[src/rtl/live_generator.sv]
// live_generator: periodic beam-live (spill gate) generator with programmable
// ON/OFF lengths, a spill counter and an optional spill limit.
// Optional feature: define LIVE_GLITCH_EN to add the glitch_len input and the
// GLITCH_OFFSET parameter, which force out_live low inside every ON period.
module live_generator #(
    parameter logic [31:0] DEF_ON_PERIOD  = 32'd437500000,
    parameter logic [31:0] DEF_OFF_PERIOD = 32'd125000000,
    parameter int unsigned SPILL_W        = 16
`ifdef LIVE_GLITCH_EN
    ,
    parameter int unsigned GLITCH_OFFSET  = 16
`endif
) (
    input  logic               clk,
    input  logic               rst,
    input  logic               enable,
    input  logic [31:0]        on_period,
    input  logic [31:0]        off_period,
    input  logic [SPILL_W-1:0] n_spills,
`ifdef LIVE_GLITCH_EN
    input  logic [7:0]         glitch_len,
`endif
    output logic               out_live,
    output logic               spill_start,
    output logic               spill_end,
    output logic [SPILL_W-1:0] spill_cnt,
    output logic               busy,
    output logic               done
);

    typedef enum logic [1:0] {
        S_IDLE = 2'd0,
        S_ON   = 2'd1,
        S_OFF  = 2'd2,
        S_DONE = 2'd3
    } state_t;

    state_t      state;
    logic [31:0] cnt;
    logic [31:0] toff_q;
    logic [31:0] eff_on_c;
    logic [31:0] eff_off_c;
    logic        live_first_c;
    logic        live_next_c;
    logic        limit_hit_c;

    // Zero on a period input selects the build-time default.
    assign eff_on_c    = (on_period  == 32'd0) ? DEF_ON_PERIOD  : on_period;
    assign eff_off_c   = (off_period == 32'd0) ? DEF_OFF_PERIOD : off_period;
    assign limit_hit_c = (n_spills != '0) && (spill_cnt == n_spills);

`ifdef LIVE_GLITCH_EN
    logic [31:0] on_pos;

    function automatic logic glitch_hit(input logic [31:0] p);
        return (glitch_len != 8'd0) &&
               (p >= 32'(GLITCH_OFFSET)) &&
               ((p - 32'(GLITCH_OFFSET)) < 32'(glitch_len));
    endfunction

    // Position of the current cycle inside the ON period, 0 on the rise.
    always_ff @(posedge clk or posedge rst) begin
        if (rst) begin
            on_pos <= 32'd0;
        end else if ((state == S_ON) && (cnt != 32'd0)) begin
            on_pos <= on_pos + 32'd1;
        end else begin
            on_pos <= 32'd0;
        end
    end

    assign live_first_c = ~glitch_hit(32'd0);
    assign live_next_c  = ~glitch_hit(on_pos + 32'd1);
`else
    assign live_first_c = 1'b1;
    assign live_next_c  = 1'b1;
`endif

    // Main FSM: period down-counters, spill accounting and registered outputs.
    always_ff @(posedge clk or posedge rst) begin
        if (rst) begin
            state       <= S_IDLE;
            cnt         <= 32'd0;
            toff_q      <= 32'd0;
            out_live    <= 1'b0;
            spill_start <= 1'b0;
            spill_end   <= 1'b0;
            spill_cnt   <= '0;
            busy        <= 1'b0;
            done        <= 1'b0;
        end else begin
            spill_start <= 1'b0;
            spill_end   <= 1'b0;
            case (state)
                S_IDLE: begin
                    if (enable) begin
                        state       <= S_ON;
                        cnt         <= eff_on_c - 32'd1;
                        toff_q      <= eff_off_c;
                        out_live    <= live_first_c;
                        spill_start <= 1'b1;
                        spill_cnt   <= SPILL_W'(1);
                        busy        <= 1'b1;
                    end
                end
                S_ON: begin
                    if (cnt == 32'd0) begin
                        state     <= S_OFF;
                        cnt       <= toff_q - 32'd1;
                        out_live  <= 1'b0;
                        spill_end <= 1'b1;
                    end else begin
                        cnt      <= cnt - 32'd1;
                        out_live <= live_next_c;
                    end
                end
                S_OFF: begin
                    if (cnt != 32'd0) begin
                        cnt <= cnt - 32'd1;
                    end else if (limit_hit_c) begin
                        state <= S_DONE;
                        busy  <= 1'b0;
                        done  <= 1'b1;
                    end else if (!enable) begin
                        state <= S_IDLE;
                        busy  <= 1'b0;
                    end else begin
                        state       <= S_ON;
                        cnt         <= eff_on_c - 32'd1;
                        toff_q      <= eff_off_c;
                        out_live    <= live_first_c;
                        spill_start <= 1'b1;
                        spill_cnt   <= spill_cnt + SPILL_W'(1);
                    end
                end
                S_DONE: begin
                    if (!enable) begin
                        state <= S_IDLE;
                        done  <= 1'b0;
                    end
                end
                default: begin
                    state    <= S_IDLE;
                    out_live <= 1'b0;
                    busy     <= 1'b0;
                    done     <= 1'b0;
                end
            endcase
        end
    end

endmodule

[config.mk]
export PLATFORM = sky130hd
export DESIGN_NAME = live_generator
export DESIGN_NICKNAME = d
export VERILOG_FILES = /design/src/rtl/live_generator.sv
export SDC_FILE = /design/constraint.sdc
export NUM_CORES = 1
export LEC_CHECK = 0
export BUFFER_PORTS_ARGS = -buffer_cell sky130_fd_sc_hd__clkbuf_2
export CORE_UTILIZATION = 48
export DETAILED_ROUTE_END_ITERATION = 7
export GPL_TIMING_DRIVEN = 1
export PLACE_DENSITY = 0.79
export SETUP_SLACK_MARGIN = 0.05
export SLEW_MARGIN = 20
export SYNTH_ARGS = -nofsm -noshare
export SYNTH_HDL_FRONTEND = slang
export SYNTH_SLANG_ARGS = --single-unit
[constraint.sdc]
create_clock -name clk -period 3.9 [get_ports clk]
set_clock_uncertainty 0.05 [all_clocks]
set_input_delay 0.975 -clock clk [delete_from_list [all_inputs] [get_ports clk]]
set_output_delay 0.975 -clock clk [all_outputs]
set_load 0.01 [all_outputs]
==> qor.csv, run 1 <==
stage,metric,value,unit
timing,finalHoldViolCount,0,
clock_network,cts_hold_buf,0,
power_and_ir_drop,powerDensity,249,mW/mm2
die,coreArea,0.0134,mm2
clock_network,cts_root_buf,clkbuf_16,
die,die_w,120,um
outcome,status,"complete, no violations",
grt,grt_pass1_wl,31.3,mm
worst_setup_path,critPathKind,flip-flop to flip-flop,
timing,fin_crit,3.37,ns
route,wl_per_cell,18.1,um
route,num_vias,6681,
yosys,ys_seq_area_share,32.7,%
timing,worst_slew_pin_slew,0.904,ns
yosys,syn_area_per_cell,8.41,um2
timing,fin_setup_tns,0,ns
power_and_ir_drop,net-switching-power,0.444,mW
grt,grt_max_degree,55,
power_and_ir_drop,clock_power_share,45.4,%
worst_setup_path,start_kind,flip-flop,
timing,timing.fmax,297,MHz
min_path,holdPathStages,2,
finish,layout.cells.non_filler,1071,
clock_network,numCtsBuffers,9,
yosys,synth_cell_types,69,
clock_network,cts_sinks,87,
place,hpwl,14.6,mm
clock_network,post-cts-setup-buffers,0,
route,top_layer_used,met4,
finish,area_delta_synth_final,15.6,%
yosys,synth_top_area_share,32.7,%
route,ant_nets,0,
die,die_h,120,um
timing,setup_violations,0,
yosys,yosys_warnings,0,
route,wirelength,19.4,mm
yosys,yosys_register_bits,87,
clock_network,clk_latency,0.35,ns
place,gp_congestion,0.962,
worst_setup_path,r2r-end,spill_cnt[14],
yosys,synthArstFlopShare,100,%
clock_network,ctsResizeCount,0,
timing,rsz0062_at_grt,no,
worst_setup_path,ff2ff_path_depth,8,
worst_setup_path,cp_data_arrival_time,3.58,ns
worst_setup_path,crit_fanout,8,
clock_network,max-clock-path-buffers,2,
yosys,synth_flop_cell,dfrtp_1,
route,drtIter0Drc,566,
finish,diodes,0,
timing,period_share,86.3,%
route,wl_met3,1.32,mm
timing,relSlewSlack,39.6,%
finish,num-nets-final,981,
finish,drive_gt1_share,21.0,%
route,drtPass1Iterations,6,
clock_network,htreeDepth,3,
power_and_ir_drop,pwr-share-comb,7.5,%
route,drc,0,
clock_network,cts.clk_slew.worst_paths,0.07,ns
min_path,hold_class,flip-flop to flip-flop,
yosys,synth.top_cells.by_area,"dfrtp_1 33%, xnor2_1 6.3%, xor2_1 5.8%",
route,via_per_inst,6.24,
worst_setup_path,reg2reg_from,cnt[0],
die,die-area,0.0143,mm2
yosys,synth_area,0.00665,mm2
worst_setup_path,worst_setup_path_end_kind,flip-flop,
die,floorplan.initialDensity,49.6,%
die,rows,42,
power_and_ir_drop,p_seq_share,47.1,%
power_and_ir_drop,p_leak,3.37,nW
yosys,synthCells,791,
route,met2_length,9.13,mm
finish,num-fill-cells,1246,
grt,grt_pass1_vias,6319,
min_path,min_from,toff_q[20],
timing,slew_violations,0,
yosys,synth_edf_count,0,
power_and_ir_drop,peakVddDrop,0.000197,V
place,place_inst,1055,
clock_network,cts_tree,yes,
finish,fin_util,57.3,%
power_and_ir_drop,switching_share,23.2,%
grt,grt_overflow_total,0,
worst_setup_path,worstPathRequired,4.12,ns
power_and_ir_drop,intPower,1.47,mW
worst_setup_path,r2r_slack,0.53,ns
min_path,hold_path_end,toff_q[20],
grt,grt_usage,27.6,%
die,io_pins,104,
route,wirelength_met1,8.08,mm
flow_run,cap_violations,0,
yosys,syn-num-nets,882,
yosys,yosys.area.top_type,dfrtp_1,
grt,antenna_found_initial,0,
place,numPortBuffers,103,
how the worst max path moves through the flow:
stage,from,end,slack [ns]
finish,cnt[0],spill_cnt[14],0.53
global placement,on_period[0],cnt[26],0.39
global route,cnt[11],spill_cnt[14],0.36
floorplan,on_period[0],cnt[26],0.57
detailed placement,on_period[0],cnt[26],0.31
CTS,cnt[0],spill_cnt[14],0.61
kinds of logic (layout without fill, tap and decap cells):
kind of cell / count (synthesis) / after routing / synth area share [%]
compound gates: 191 / 191 / 18.3
xor+xnor: 92 / 92 / 12.1
fa+ha+maj: 8 / 8 / 1.51
buf+inv: 59 / 163 / 3.93
flops: 87 / 87 / 32.7
mux: 25 / 25 / 4.16
simple gates: 329 / 329 / 27.2
through the flow:
| step | area (um2) | hold WS (ns) | total power [mW] | worst slack (ns) |
|---|---|---|---|---|
| after floorplan | 6650 | 0.413 | 0.979 | 0.572 |
| after global placement | 7390 | 0.449 | 1.06 | 0.392 |
| after detailed placement | 7390 | 0.469 | 1.06 | 0.313 |
| after CTS | 7680 | 0.482 | 1.93 | 0.607 |
| after global routing | 7680 | 0.513 | 1.97 | 0.359 |
| final | 7680 | 0.473 | 1.92 | 0.535 |
placed cells by master (no fill, tap or decap), drive strengths merged, types with 5 or more instances in the layout:
master    n
or3      20
xor2     44
nand2    65
a22oi    17
inv      21
nor2     63
dfrtp    87
o22ai    20
o211ai    7
a21oi    32
nand4    12
nor2b    17
or2       8
buf      22
or4      18
xnor2    48
nor3     38
o21a      5
o21ai    65
ha        8
and3      5
clkbuf  115
a31oi     5
nor4     45
mux2     21
nand3    20
state kept, by name (all words and copies together), names as in the netlist:
register	count
done	1
cnt	32
out_live	1
spill_start	1
busy	1
toff_q	32
spill_end	1
spill_cnt	16
state	2
worst max-delay path: stages, from the launching register on:
cell	delay (ns)
dfrtp_1	0.46
inv_1	0.09
ha_1	0.21
nor4b_2	0.38
nand4_1	0.36
nor4_2	0.62
o2111ai_1	0.47
or3_1	0.47
a21oi_1	0.16
Yosys cell counts, types with 5 or more instances:
cell	instances
nand4_1	11
or3_1	20
o21ai_0	54
or4_1	15
nor2_1	62
a22oi_1	16
o22ai_1	20
ha_1	8
nor4_1	39
o21ai_1	10
mux2_2	21
and3_1	5
nand2_1	65
a21oi_1	31
nor3_1	37
or2_2	7
o211ai_1	7
buf_2	14
dfrtp_1	87
xor2_1	44
a31oi_1	5
clkbuf_1	20
xnor2_1	48
o21a_1	5
inv_1	22
nand3_1	20
nor2b_1	17
layer usage:
| layer | track usage (%) | vias up |
|---|---|---|
| met5 | 0 | - |
| met4 | 13.8 | 0 |
| met3 | 5.37 | 71 |
| met2 | 45.2 | 299 |
| met1 | 34.9 | 3186 |
| li1 | - | 3125 |
area by class of cell:
type,count,area [um2],area share [%]
tap,176,220,2.87
clock inverter,4,45.0,0.586
timing repair buffer,125,693,9.02
inverter,22,83.8,1.09
multi-input combinational,645,4220,54.9
sequential,87,2180,28.3
clock buffer,12,246,3.21
power groups by stage:
stage,logic [mW],clock network [mW],registers (mW)
final,0.144,0.869,0.903
after global routing,0.159,0.910,0.903
after CTS,0.145,0.878,0.903
after detailed placement,0.144,0,0.920
after global placement,0.142,0,0.920
after floorplan,0.0590,0,0.920
Power figures use the tool's default switching activity.
==> inputs of run 2 (changes only) <==
Clock period 3.9 ns to 4.26 ns, I/O delays scaled along.
==> run 2 against run 1 <==
Total power decreased by 6.4%. Clock power down 3.9%. Via count is 0.21% lower. Core utilization down 0.18 points. Sequential cell count stayed put. Cell count shrank 0.37%. Final area down 0.31%. Sequential share of layout area increased by 0.088 points. Sequential power fell by 8.4%. First-iteration DRC count increased by 4.4%. Register-to-register slack improved by 0.36 ns. Critical path type is now primary input to flip-flop. Highest routed layer unchanged.
==> qor.csv, run 2 (synthesis gave the netlist of run 1 again) <==
stage,metric,value,unit
min_path,holdPathStages,2,
grt,grt_pass1_wl,31.1,mm
route,num_vias,6667,
finish,largestRegisters,"cnt x32, toff_q x32, spill_cnt x16",
outcome,status,"complete, no violations",
route,wl_per_cell,18.1,um
timing,setup_violations,0,
finish,drive_gt1_share,20.8,%
min_path,min_from,toff_q[6],
place,hpwl,14.5,mm
clock_network,cts.clk_slew.worst_paths,0.07,ns
worst_setup_path,critPathKind,primary input to flip-flop,
die,coreArea,0.0134,mm2
clock_network,htreeDepth,3,
grt,grt_use_met2,45.4,%
grt,grt_max_degree,51,
timing,finalHoldViolCount,0,
timing,period_share,80.1,%
route,wirelength,19.3,mm
grt,grt_usage,27.8,%
min_path,hold_class,flip-flop to flip-flop,
clock_network,cts_root_buf,clkbuf_16,
finish,num-fill-cells,1224,
place,place_ws,0.518,ns
power_and_ir_drop,powerDensity,234,mW/mm2
worst_setup_path,worstPathRequired,4.45,ns
grt,grt_pass1_vias,6193,
grt,busiest_layer,met2,
grt,use_met3,6.37,%
clock_network,numCtsBuffers,9,
worst_setup_path,cp_data_arrival_time,3.61,ns
place,gp_congestion,0.948,
timing,timing.fmax,293,MHz
timing,slew_violations,0,
clock_network,cts_tree,yes,
worst_setup_path,cp_slowest_cell,o41ai_1,
clock_network,cts_hold_buf,0,
die,die_h,120,um
finish,layout_commonest_cell,clkbuf_2,
die,floorplan.initialDensity,49.6,%
power_and_ir_drop,peakVddDrop,0.000230,V
route,via_per_inst,6.25,
worst_setup_path,r2r-end,spill_cnt[14],
grt,antenna_found_initial,0,
route,drtIter0Drc,591,
finish,final_cell_mix,"103 x clkbuf_2, 87 x dfrtp_1, 65 x nand2_1, 62 x nor2_1, 54 x o21ai_0",
die,die_w,120,um
clock_network,ctsResizeCount,0,
finish,diodes,0,
grt,use_met1,34.8,%
worst_setup_path,ff2ff_path_depth,6,
route,ant_nets,0,
finish,num-nets-final,977,
worst_setup_path,r2r_slack,0.89,ns
die,io_pins,104,
timing,fin_crit,3.41,ns
place,numPortBuffers,103,
clock_network,post-cts-setup-buffers,0,
worst_setup_path,crit_path_max_incr_delay,0.71,ns
timing,hold_slack,0.479,ns
worst_setup_path,crit_fanout,7,
route,drtPass1Iterations,5,
timing,worst_slew_pin_slew,0.922,ns
clock_network,cts_sinks,87,
finish,area_delta_synth_final,15.2,%
worst_setup_path,start_kind,primary input,
clock_network,max-clock-path-buffers,2,
timing,setup_ws,0.847,ns
clock_network,clk_latency,0.36,ns
die,die-area,0.0143,mm2
worst_setup_path,path_buf_inv,1,
finish,fin_util,57.2,%
worst_setup_path,reg2reg_from,cnt[5],
die,rows,42,
timing,relSlewSlack,38.5,%
worst_setup_path,crit_family,compound AO/OA/AOI/OAI gates,
worst_setup_path,path_cells,clkbuf_2 > or4_1 > nand2b_1 > o41ai_1 > nor3_1 > xor2_1 > a221oi_1 > o21ai_1,
worst_setup_path,worst_setup_path_end_kind,flip-flop,
flow_run,cap_violations,0,
timing,fin_setup_tns,0,ns
grt,grt_overflow_total,0,
route,drc,0,
timing,rsz0062_at_grt,no,
power_and_ir_drop,p_leak,3.35,nW
min_path,hold_path_end,toff_q[6],
[run 2: cell types whose count changed in the layout (fill, tap and decap cells not counted), sizes merged]
cell and change:
clkbuf +1, buf -4, clkinv -1
[run 2: metal layers]
metal / share of wire, % / wire length, um / up-vias
li1: - / - / 3122
met1: 40 / 7800 / 3147
met2: 47 / 9130 / 331
met3: 8.2 / 1580 / 67
met4: 4.2 / 804 / 0
met5: 0 / 0 / -
[run 2: how the worst max path moves through the flow]
stage	start	end	cells past startpoint
after CTS	on_period[0]	cnt[26]	10
after floorplan	on_period[0]	cnt[26]	10
after detailed placement	on_period[0]	cnt[26]	10
final	on_period[13]	cnt[9]	8
after global routing	cnt[11]	spill_cnt[14]	6
after global placement	on_period[0]	cnt[26]	10
[run 2: where the power goes]
part | switching, mW | internal [mW]
clock | 0.335 | 0.501
sequential | 0.000308 | 0.827
combinational | 0.0793 | 0.0532
total | 0.414 | 1.38
[run 2: tightest hold or removal path: cells and delay by family (launching register included)]
kind	cells	cell delay (ns)
AO/OA/AOI/OAI	1	0.07
flip-flops	1	0.37
AND/OR/NAND/NOR	1	0.05
[run 2: cell type report]
class	instances	area (um2)	area share, %
Tap cell	176	220	2.87
Multi-Input combinational cell	645	4220	55.1
Timing Repair Buffer	121	651	8.49
Clock buffer	13	270	3.53
Inverter	22	83.8	1.09
Sequential cell	87	2180	28.4
Clock inverter	3	40.0	0.523
[run 2: per-stage QoR]
| step | power, mW | instances | instance area (um2) |
|---|---|---|---|
| after floorplan | 0.897 | 791 | 6650 |
| after global placement | 0.972 | 1051 | 7350 |
| after detailed placement | 0.974 | 1051 | 7350 |
| after CTS | 1.81 | 1067 | 7660 |
| after global routing | 1.85 | 1067 | 7660 |
| final | 1.79 | 1067 | 7660 |
